**config.mk**
```make
export PLATFORM = sky130hd
export DESIGN_NAME = fifo_sync_param
export DESIGN_NICKNAME = d
export VERILOG_FILES = /design/src/rtl/fifo_sync_pkg.sv /design/src/rtl/fifo_sync_ram.sv /design/src/rtl/fifo_sync_param.sv
export SDC_FILE = /design/constraint.sdc
export NUM_CORES = 1
export LEC_CHECK = 0
export ABC_AREA = 1
export CAP_MARGIN = 20
export CORE_MARGIN = 4
export CORE_UTILIZATION = 45
export CTS_BUF_LIST = sky130_fd_sc_hd__clkbuf_8
export DETAILED_ROUTE_END_ITERATION = 7
export GPL_TIMING_DRIVEN = 0
export HOLD_SLACK_MARGIN = 0.08
export SKIP_CTS_REPAIR_TIMING = 1
export SLEW_MARGIN = 20
export SYNTH_ARGS = -nofsm -noshare
export SYNTH_HDL_FRONTEND = slang
export SYNTH_HIERARCHICAL = 1
export SYNTH_SLANG_ARGS = --single-unit
```
**constraint.sdc**
```tcl
create_clock -name clk -period 2.6 [get_ports clk]
set_clock_uncertainty 0.15 [all_clocks]
set_input_delay 0.39 -clock clk [delete_from_list [all_inputs] [get_ports clk]]
set_output_delay 0.39 -clock clk [all_outputs]
set_load 0.1 [all_outputs]
```
**src/rtl/fifo_sync_pkg.sv**
```systemverilog
// rtl/fifo_sync_pkg.sv - shared widths and read-mode encoding for fifo_sync_param
package fifo_sync_pkg;

    localparam int DEFAULT_DEPTH = 32;
    localparam int PTR_W         = $clog2(DEFAULT_DEPTH);
    localparam int CNT_W         = PTR_W + 1;

    localparam int MODE_STD  = 0;
    localparam int MODE_FWFT = 1;

    function automatic int ptr_w(input int depth);
        return $clog2(depth);
    endfunction

    function automatic int cnt_w(input int depth);
        return $clog2(depth) + 1;
    endfunction

endpackage

```
**src/rtl/fifo_sync_ram.sv**
```systemverilog
// rtl/fifo_sync_ram.sv - simple dual-port RAM, one write port, registered read port with enable
module fifo_sync_ram #(
    parameter int WIDTH = 8,
    parameter int DEPTH = 32,
    parameter int AW    = 5
) (
    input  logic             clk,
    input  logic             rst,
    input  logic             we,
    input  logic [AW-1:0]    waddr,
    input  logic [WIDTH-1:0] wdata,
    input  logic             re,
    input  logic [AW-1:0]    raddr,
    output logic [WIDTH-1:0] rdata
);

    logic [WIDTH-1:0] mem [DEPTH];

    // Storage is never reset; only the read register clears so dout starts at zero.
    always_ff @(posedge clk) begin
        if (we) begin
            mem[waddr] <= wdata;
        end
    end

    // Read-before-write: a read of the address being written returns the old word.
    always_ff @(posedge clk) begin
        if (rst) begin
            rdata <= '0;
        end else if (re) begin
            rdata <= mem[raddr];
        end
    end

endmodule

```
**src/rtl/fifo_sync_param.sv**
```systemverilog
// rtl/fifo_sync_param.sv - parametrised sync FIFO with FWFT mode; FIFO_SYNC_PARAM_ERR_EN adds sticky overflow/underflow
module fifo_sync_param
    import fifo_sync_pkg::*;
#(
    parameter int WIDTH     = 8,
    parameter int DEPTH     = 32,
    parameter int FWFT      = 0,
    parameter int AFULL_TH  = DEPTH - 2,
    parameter int AEMPTY_TH = 2
) (
    input  logic                     clk,
    input  logic                     rst,
    input  logic                     wr_en,
    input  logic [WIDTH-1:0]         din,
    output logic                     full,
    output logic                     almost_full,
    input  logic                     rd_en,
    output logic [WIDTH-1:0]         dout,
    output logic                     empty,
    output logic                     almost_empty,
`ifdef FIFO_SYNC_PARAM_ERR_EN
    output logic                     overflow,
    output logic                     underflow,
`endif
    output logic [$clog2(DEPTH):0]   count
);

    localparam int PW = ptr_w(DEPTH);
    localparam int CW = cnt_w(DEPTH);
    localparam bit IS_FWFT = (FWFT == MODE_FWFT);
    localparam logic [CW-1:0] DEPTH_C = CW'(DEPTH);
    localparam logic [CW-1:0] AF_C    = CW'(AFULL_TH);
    localparam logic [CW-1:0] AE_C    = CW'(AEMPTY_TH);

    logic [PW-1:0] wr_ptr, rd_ptr;
    logic [CW-1:0] cnt_next, ram_words;
    logic          rd_acc, wr_acc, prefetch, ram_re;
    logic          out_valid, valid_next, empty_next;

    assign rd_acc = rd_en & ~empty;
    assign wr_acc = wr_en & (~full | rd_acc);

    // In FWFT mode count includes the head register, so the RAM holds count minus that word.
    assign ram_words  = count - CW'(out_valid);
    assign prefetch   = (ram_words != '0) & (~out_valid | rd_acc);
    assign ram_re     = IS_FWFT ? prefetch : rd_acc;
    assign valid_next = IS_FWFT ? (prefetch | (out_valid & ~rd_acc)) : 1'b0;
    assign empty_next = IS_FWFT ? ~valid_next : (cnt_next == '0);

    always_comb begin
        cnt_next = count;
        case ({wr_acc, rd_acc})
            2'b10:   cnt_next = count + 1'b1;
            2'b01:   cnt_next = count - 1'b1;
            default: cnt_next = count;
        endcase
    end

    always_ff @(posedge clk) begin
        if (rst) begin
            wr_ptr       <= '0;
            rd_ptr       <= '0;
            count        <= '0;
            out_valid    <= 1'b0;
            empty        <= 1'b1;
            full         <= 1'b0;
            almost_empty <= 1'b1;
            almost_full  <= 1'b0;
        end else begin
            if (wr_acc) begin
                wr_ptr <= wr_ptr + 1'b1;
            end
            if (ram_re) begin
                rd_ptr <= rd_ptr + 1'b1;
            end
            count        <= cnt_next;
            out_valid    <= valid_next;
            empty        <= empty_next;
            full         <= (cnt_next == DEPTH_C);
            almost_empty <= (cnt_next <= AE_C);
            almost_full  <= (cnt_next >= AF_C);
        end
    end

`ifdef FIFO_SYNC_PARAM_ERR_EN
    always_ff @(posedge clk) begin
        if (rst) begin
            overflow  <= 1'b0;
            underflow <= 1'b0;
        end else begin
            if (wr_en & full & ~rd_acc) begin
                overflow <= 1'b1;
            end
            if (rd_en & empty) begin
                underflow <= 1'b1;
            end
        end
    end
`endif

    fifo_sync_ram #(
        .WIDTH (WIDTH),
        .DEPTH (DEPTH),
        .AW    (PW)
    ) u_ram (
        .clk   (clk),
        .rst   (rst),
        .we    (wr_acc),
        .waddr (wr_ptr),
        .wdata (din),
        .re    (ram_re),
        .raddr (rd_ptr),
        .rdata (dout)
    );

endmodule

```
Word-level counts from Yosys, hierarchy flattened --
Memories as Yosys holds them, arrays and structs flattened. A register that Yosys moved wholly into a read port is not among the register bits. Cells that the tools add are included.
Storage, ports and cells: memory bits (writable) 256, bits in registers 20, output and inout bits 18, memories 1, word-level logic and storage cells 26
Cells by class: equality and inequality tests 3, reduce and logical (&&, ||, !) cells 1, mux-type cells 3, bitwise logic cells 5, magnitude comparators 2, $add $sub $neg 4
Memory list:
- u_ram.mem | words 32, bits a word 8, rd ports 1, clocked after memory_dff 1, wr ports 1, RTL line fifo_sync_ram.sv:17 | logic [WIDTH-1:0] mem [DEPTH];
Operators with widths (number):
- $pmux W6 S2 | 1
- $add A5 B1 Y5 const B | 2
- $add A6 B1 Y6 const B | 1
- $eq A6 B6 Y1 const B | 1
- $ge A6 B5 Y1 const B | 1
- $le A6 B2 Y1 const B | 1
- $logic_not A6 Y1 | 1
- $sub A6 B1 Y6 const B | 1
- $and A1 B1 Y1 | 2
- $eq A2 B1 Y1 const B | 1
- $eq A2 B2 Y1 const B | 1
- $mux W1 | 2
- $not A1 Y1 | 2
- $or A1 B1 Y1 | 1

Longest topological paths before layout --
depth in word-level cells 7, depth in mapped cells 21, depth with buffers taken out 20

By module --
Netlist, hierarchy kept.
Modules (own cells, without submodules):
- fifo_sync_ram | cells each 924, area each 10790.3 sq um, sequential area each 7847.5 sq um, instances 1
- fifo_sync_param | cells each 168, area each 1146.1 sq um, sequential area each 400.4 sq um, instances 1

Least setup slack after synthesis --
Ideal clock, no wire load.
path type reg2reg, start register empty, end register almost_empty, data required time 2.335 ns, clock period less this slack 3.079 ns, data arrival time 2.814 ns, path buffers 1, setup slack -0.479 ns, stages on the path, launching flop included 21, path through dfxtp_1 > nor2_4 > inv_2 > nand2_1 > nand2_1 > ha_1 > buf_6 > nand2_2 > inv_1 > nor2_2 > ha_1 > a21oi_1 > inv_1 > nand3_1 > nand2_1 > nand2_1 > nand3_1 > nand2_2 > inv_1 > nand3_1 > nand2_1
On the way: word-level cells in the longest chain between the ends 7
Ends and longest elaborated chain:
- start, declared | RTL line fifo_sync_param.sv:19 | output logic empty,
- start signal, assigned | RTL line fifo_sync_param.sv:78 | empty <= empty_next;
- $not A1 Y1 (*) | RTL line fifo_sync_param.sv:40 | assign rd_acc = rd_en & ~empty;
- $and A1 B1 Y1 (*) | RTL line fifo_sync_param.sv:40
- via ram_re | RTL line fifo_sync_param.sv:37 | logic rd_acc, wr_acc, prefetch, ram_re;
- $or A1 B1 Y1 | RTL line fifo_sync_param.sv:41 | assign wr_acc = wr_en & (~full | rd_acc);
- $and A1 B1 Y1 | RTL line fifo_sync_param.sv:41
- $eq A2 B1 Y1 / $eq A2 B2 Y1 (equally long branches) | RTL line fifo_sync_param.sv:52 | case ({wr_acc, rd_acc})
- $pmux W6 S2 (*) | RTL line fifo_sync_param.sv:52
- $le A6 B2 Y1 (*) | RTL line fifo_sync_param.sv:80 | almost_empty <= (cnt_next <= AE_C);
- end signal, assigned | RTL line fifo_sync_param.sv:80
- end, declared | RTL line fifo_sync_param.sv:20 | output logic almost_empty,
The timed path passes the listed nets; every way through them passes the cells marked *. A chain may end at the register's enable or synchronous reset.

Final worst setup path --
start input port rd_en, end memory u_ram.mem[4][5], enable pin
On the way: word-level cells in the longest chain between the ends 5
Ends and longest elaborated chain:
- start, declared | RTL line fifo_sync_param.sv:17 | input logic rd_en,
- $and A1 B1 Y1 | RTL line fifo_sync_param.sv:40
- via ram_re | RTL line fifo_sync_param.sv:37
- $or A1 B1 Y1 | RTL line fifo_sync_param.sv:41
- $and A1 B1 Y1 | RTL line fifo_sync_param.sv:41
- via wr_acc | RTL line fifo_sync_param.sv:37
- $mux W1 | RTL line fifo_sync_ram.sv:21 | if (we) begin
- $mux W1 (implied by the code) | RTL line fifo_sync_ram.sv:22 | mem[waddr] <= wdata;
- end, declared | RTL line fifo_sync_ram.sv:17
The timed path passes the listed nets, and every way through them passes these cells.

==> impl_results.rst <==
.. list-table::
   :header-rows: 1

   * - Metric
     - Value
   * - Result of the run
     - finished with violations
   * - Failing checks
     - setup timing
   * - Metal-1 WL
     - 13900 um
   * - Gate count after technology mapping
     - 1092
   * - Routed length per instance
     - 20.0 um
   * - Chip width
     - 171 um
   * - Depth of the worst hold-timing path
     - 1
   * - Period minus WS final
     - 2.63 ns
   * - Remaining routing DRC violations
     - 0
   * - Detailed placer's ending HPWL
     - approximately 21000 um
   * - Violation count after the first detailed-routing iteration
     - 689
   * - Post-synthesis instance area
     - 0.0119 mm^2
   * - Endpoint of the worst hold path
     - u_ram/mem[27][4]
   * - DR WL met2
     - 14200 um
   * - Worst setup path class
     - input port to flop
   * - Dpl cell area
     - 0.0127 mm^2
   * - Number of warning messages in the yosys log
     - 6
   * - Finished layout cell area
     - 0.0138 mm^2
   * - Later-pin clock latency in the skew report
     - ~0.56 ns
   * - Final setup TNS
     - -0.224 ns
   * - Via count of the first global-routing pass
     - 7868
   * - Detailed-route wire length
     - 31000 um
   * - Std cell rows
     - 59
   * - Clock tree sinks
     - 284
   * - Post-detailed-route count of antenna-violating nets
     - 0
   * - Root Driver
     - clkbuf_8
   * - Maximum capacitance violations
     - 0
   * - Highest routed metal layer
     - met4
   * - Start of the worst register-to-register path
     - empty
   * - # port buffers
     - 29
   * - Critical path startpoint category
     - input port
   * - Clock tree from TritonCTS
     - built
   * - Net count after synthesis
     - about 1100
   * - Part of the Yosys area used for sequential elements
     - 0.691
   * - GRT overflow
     - 0
   * - Power per Cell Area
     - 802 mW/mm^2
   * - Crit path max fanout
     - 8
   * - Clock H-tree levels
     - 2
   * - Chip Height
     - ~170 um
   * - Worst voltage drop across the vdd grid
     - 0.503 mV
   * - Final net count
     - roughly 1200
   * - Multi-input gate area in the final layout
     - around 0.0033 mm^2
   * - Vias/cell
     - 5.33
   * - First-pass GRT wire length
     - 46600 um
   * - Path category of the worst min-delay check
     - input port to flop
   * - Area inside the core boundary
     - 0.0261 mm^2
   * - Worst-margin pin slew
     - 0.977 ns
   * - Via count
     - between 8000 and 9000
   * - Gpl congestion
     - 0.906
   * - Met3 wirelength from detailed routing
     - 1910 um
   * - Avg Synthesized Cell Area
     - 10.9 um^2
   * - Util after Layout
     - 0.529
   * - Number of failing setup endpoints in the final timing report
     - 9
   * - Hold Vio Cnt, Final
     - 0
   * - Number of storage elements in the synthesis netlist
     - 284
   * - Static power due to leakage
     - 0.00539 uW
   * - Largest buffer count on any clock path
     - 3
   * - Hold path start
     - din[4]
   * - R2R Setup Slk
     - 0.02 ns
   * - Number of buffers created by CTS
     - 46
   * - Required time reported for the critical path endpoint
     - 2.63 ns
   * - Minimum setup slack in the final design
     - -0.0340 ns
   * - Area Growth Syn to Fin
     - 15.5%
   * - CP Data Arrival Time
     - 2.66 ns
   * - Drt first pass iters
     - 5
   * - Largest net degree at the start of global routing
     - 33
   * - Effective utilization at floorplan
     - 0.458
   * - Number of cells traversed by the worst register-to-register path
     - 7
   * - Sort of element at the end of the critical path
     - flop
   * - Die area
     - just under 0.03 mm^2
   * - All-Layer GR Usage
     - 0.214
   * - Fraction of layout cells with a size suffix above 1
     - 0.160
   * - Library cell appearing most often on the critical path
     - inv_2
   * - Cells along the critical path
     - clkdlybuf4s50_1 > inv_1 > nor2_4 > inv_2 > nand2_1 > nand2_2 > inv_2 > nand3_1 > nor2_2
   * - Number of antenna repair diodes
     - 0
   * - Clock-pin slew on the worst setup and hold paths
     - 0.07 ns
   * - Register Area
     - 0.00825 mm^2
   * - Critical-path cell with the highest stage delay
     - nor2_2
   * - Final clock period utilization by the worst path
     - 1.01
   * - Largest stage delay, worst path
     - 0.67 ns
   * - Unrepaired setup endpoints after global routing
     - true
   * - Max Fclk
     - 0.380 GHz
   * - Capture point of the worst reg-to-reg path
     - u_ram/mem[4][5]
   * - Worst slew margin
     - 0.347
   * - Final Max Tran Viols
     - 0
   * - FILL cells
     - about 2300
   * - I/O pin count
     - 30
   * - Distinct cell type count after synthesis
     - 28
   * - Number of antenna violations at the first check in global routing
     - 0
   * - Power, Total
     - approximately 11000 uW
[cells in the mapped netlist]
library cell / number / area share
buf_1: 2 / 0.00063
nor3_1: 3 / 0.0013
xor2_1: 1 / 0.00073
nor2_2: 4 / 0.0021
buf_4: 17 / 0.011
nand2_1: 367 / 0.12
clkbuf_1: 11 / 0.0035
o21ai_0: 16 / 0.0067
buf_2: 14 / 0.0059
nand3_1: 233 / 0.098
buf_6: 12 / 0.011
nor2_1: 51 / 0.016
nor2_4: 1 / 0.00094
nand2_2: 6 / 0.0031
and3_1: 1 / 0.00052
inv_2: 5 / 0.0016
edfxtp_1: 256 / 0.64
nand3_2: 5 / 0.0042
inv_1: 31 / 0.0097
a21oi_1: 15 / 0.0063
xnor2_1: 2 / 0.0015
dfxtp_1: 28 / 0.047
ha_1: 5 / 0.0052
o21ai_1: 1 / 0.00042
mux2i_1: 1 / 0.00084
or2_2: 1 / 0.00052
o21ai_2: 1 / 0.00073
a21oi_2: 2 / 0.0015
[worst max path at each step]
stage	from	to	slack [ns]	cells after the start
after floorplan	empty	almost_empty	0.008	19
after global placement	rd_en	u_ram/mem[21][3]	-0.82	9
after detailed placement	rd_en	u_ram/mem[21][4]	-0.89	9
after CTS	empty	u_ram/mem[21][1]	-0.34	7
after global routing	rd_en	u_ram/mem[4][6]	-0.14	9
final	rd_en	u_ram/mem[4][5]	-0.03	9
[layer usage]
layer,vias to the layer above,global-route usage
met5,-,0
met4,0,0.0741
met3,72,0.0340
met2,277,0.339
met1,3950,0.303
li1,3964,-
[logic make-up (layout without fill, tap and decap cells)]
family,Yosys count,in the layout,synth area share
buffers and inverters,92,216,0.0433
flip-flops,284,284,0.691
AND/OR/NAND/NOR,672,672,0.242
adder cells (fa/ha/maj),5,5,0.00524
AO/OA/AOI/OAI,35,35,0.0156
multiplexers,1,1,0.000839
XOR/XNOR,3,3,0.00220
[sequential cells by signal, indices dropped and copies added, names as in the netlist]
register	count
almost_empty	1
almost_full	1
count	6
empty	1
full	1
rd_ptr	5
u_ram/mem	256
u_ram/rdata	8
wr_ptr	5
[cells in the final DEF (no fill, tap or decap), types with 19 or more instances in the layout]
| cell | n |
|---|---|
| inv_1 | 46 |
| nand2_1 | 366 |
| buf_2 | 22 |
| clkbuf_8 | 56 |
| nand3_1 | 231 |
| buf_4 | 26 |
| dfxtp_1 | 26 |
| nor2_2 | 34 |
| edfxtp_1 | 256 |
| nor2_1 | 19 |
[report_power, final]
part           internal, uW  total [uW]  leakage (uW)  switching, uW
Combinational           625        2200       0.00232           1570
Clock                  1950        3680      0.000532           1720
Sequential             5080        5180       0.00254           94.0
[worst max-delay path: cells and delay by family]
family        cells  cell delay, ns
simple gates      5            1.56
buf+inv           4            0.72
[metrics by stage]
step | hold slack, ns | std cells | worst slack, ns
2_1_floorplan | 0.300 | 1092 | 0.00811
3_3_place_gp | 0.344 | 1456 | -0.819
3_5_place_dp | 0.349 | 1458 | -0.890
4_1_cts | 0.0930 | 1543 | -0.337
5_1_grt | 0.111 | 1551 | -0.137
6_report | 0.125 | 1551 | -0.0340
[area by class of cell]
cell class              count  area share
plain buffers              55      0.0269
repair buffers             40      0.0300
inverters                  36     0.00980
multi-input cells         716       0.239
clock buffers              56      0.0559
flip-flops and latches    284       0.599
well taps                 335      0.0304
clock inverters            29     0.00908
(Power assumes the default switching activity.)
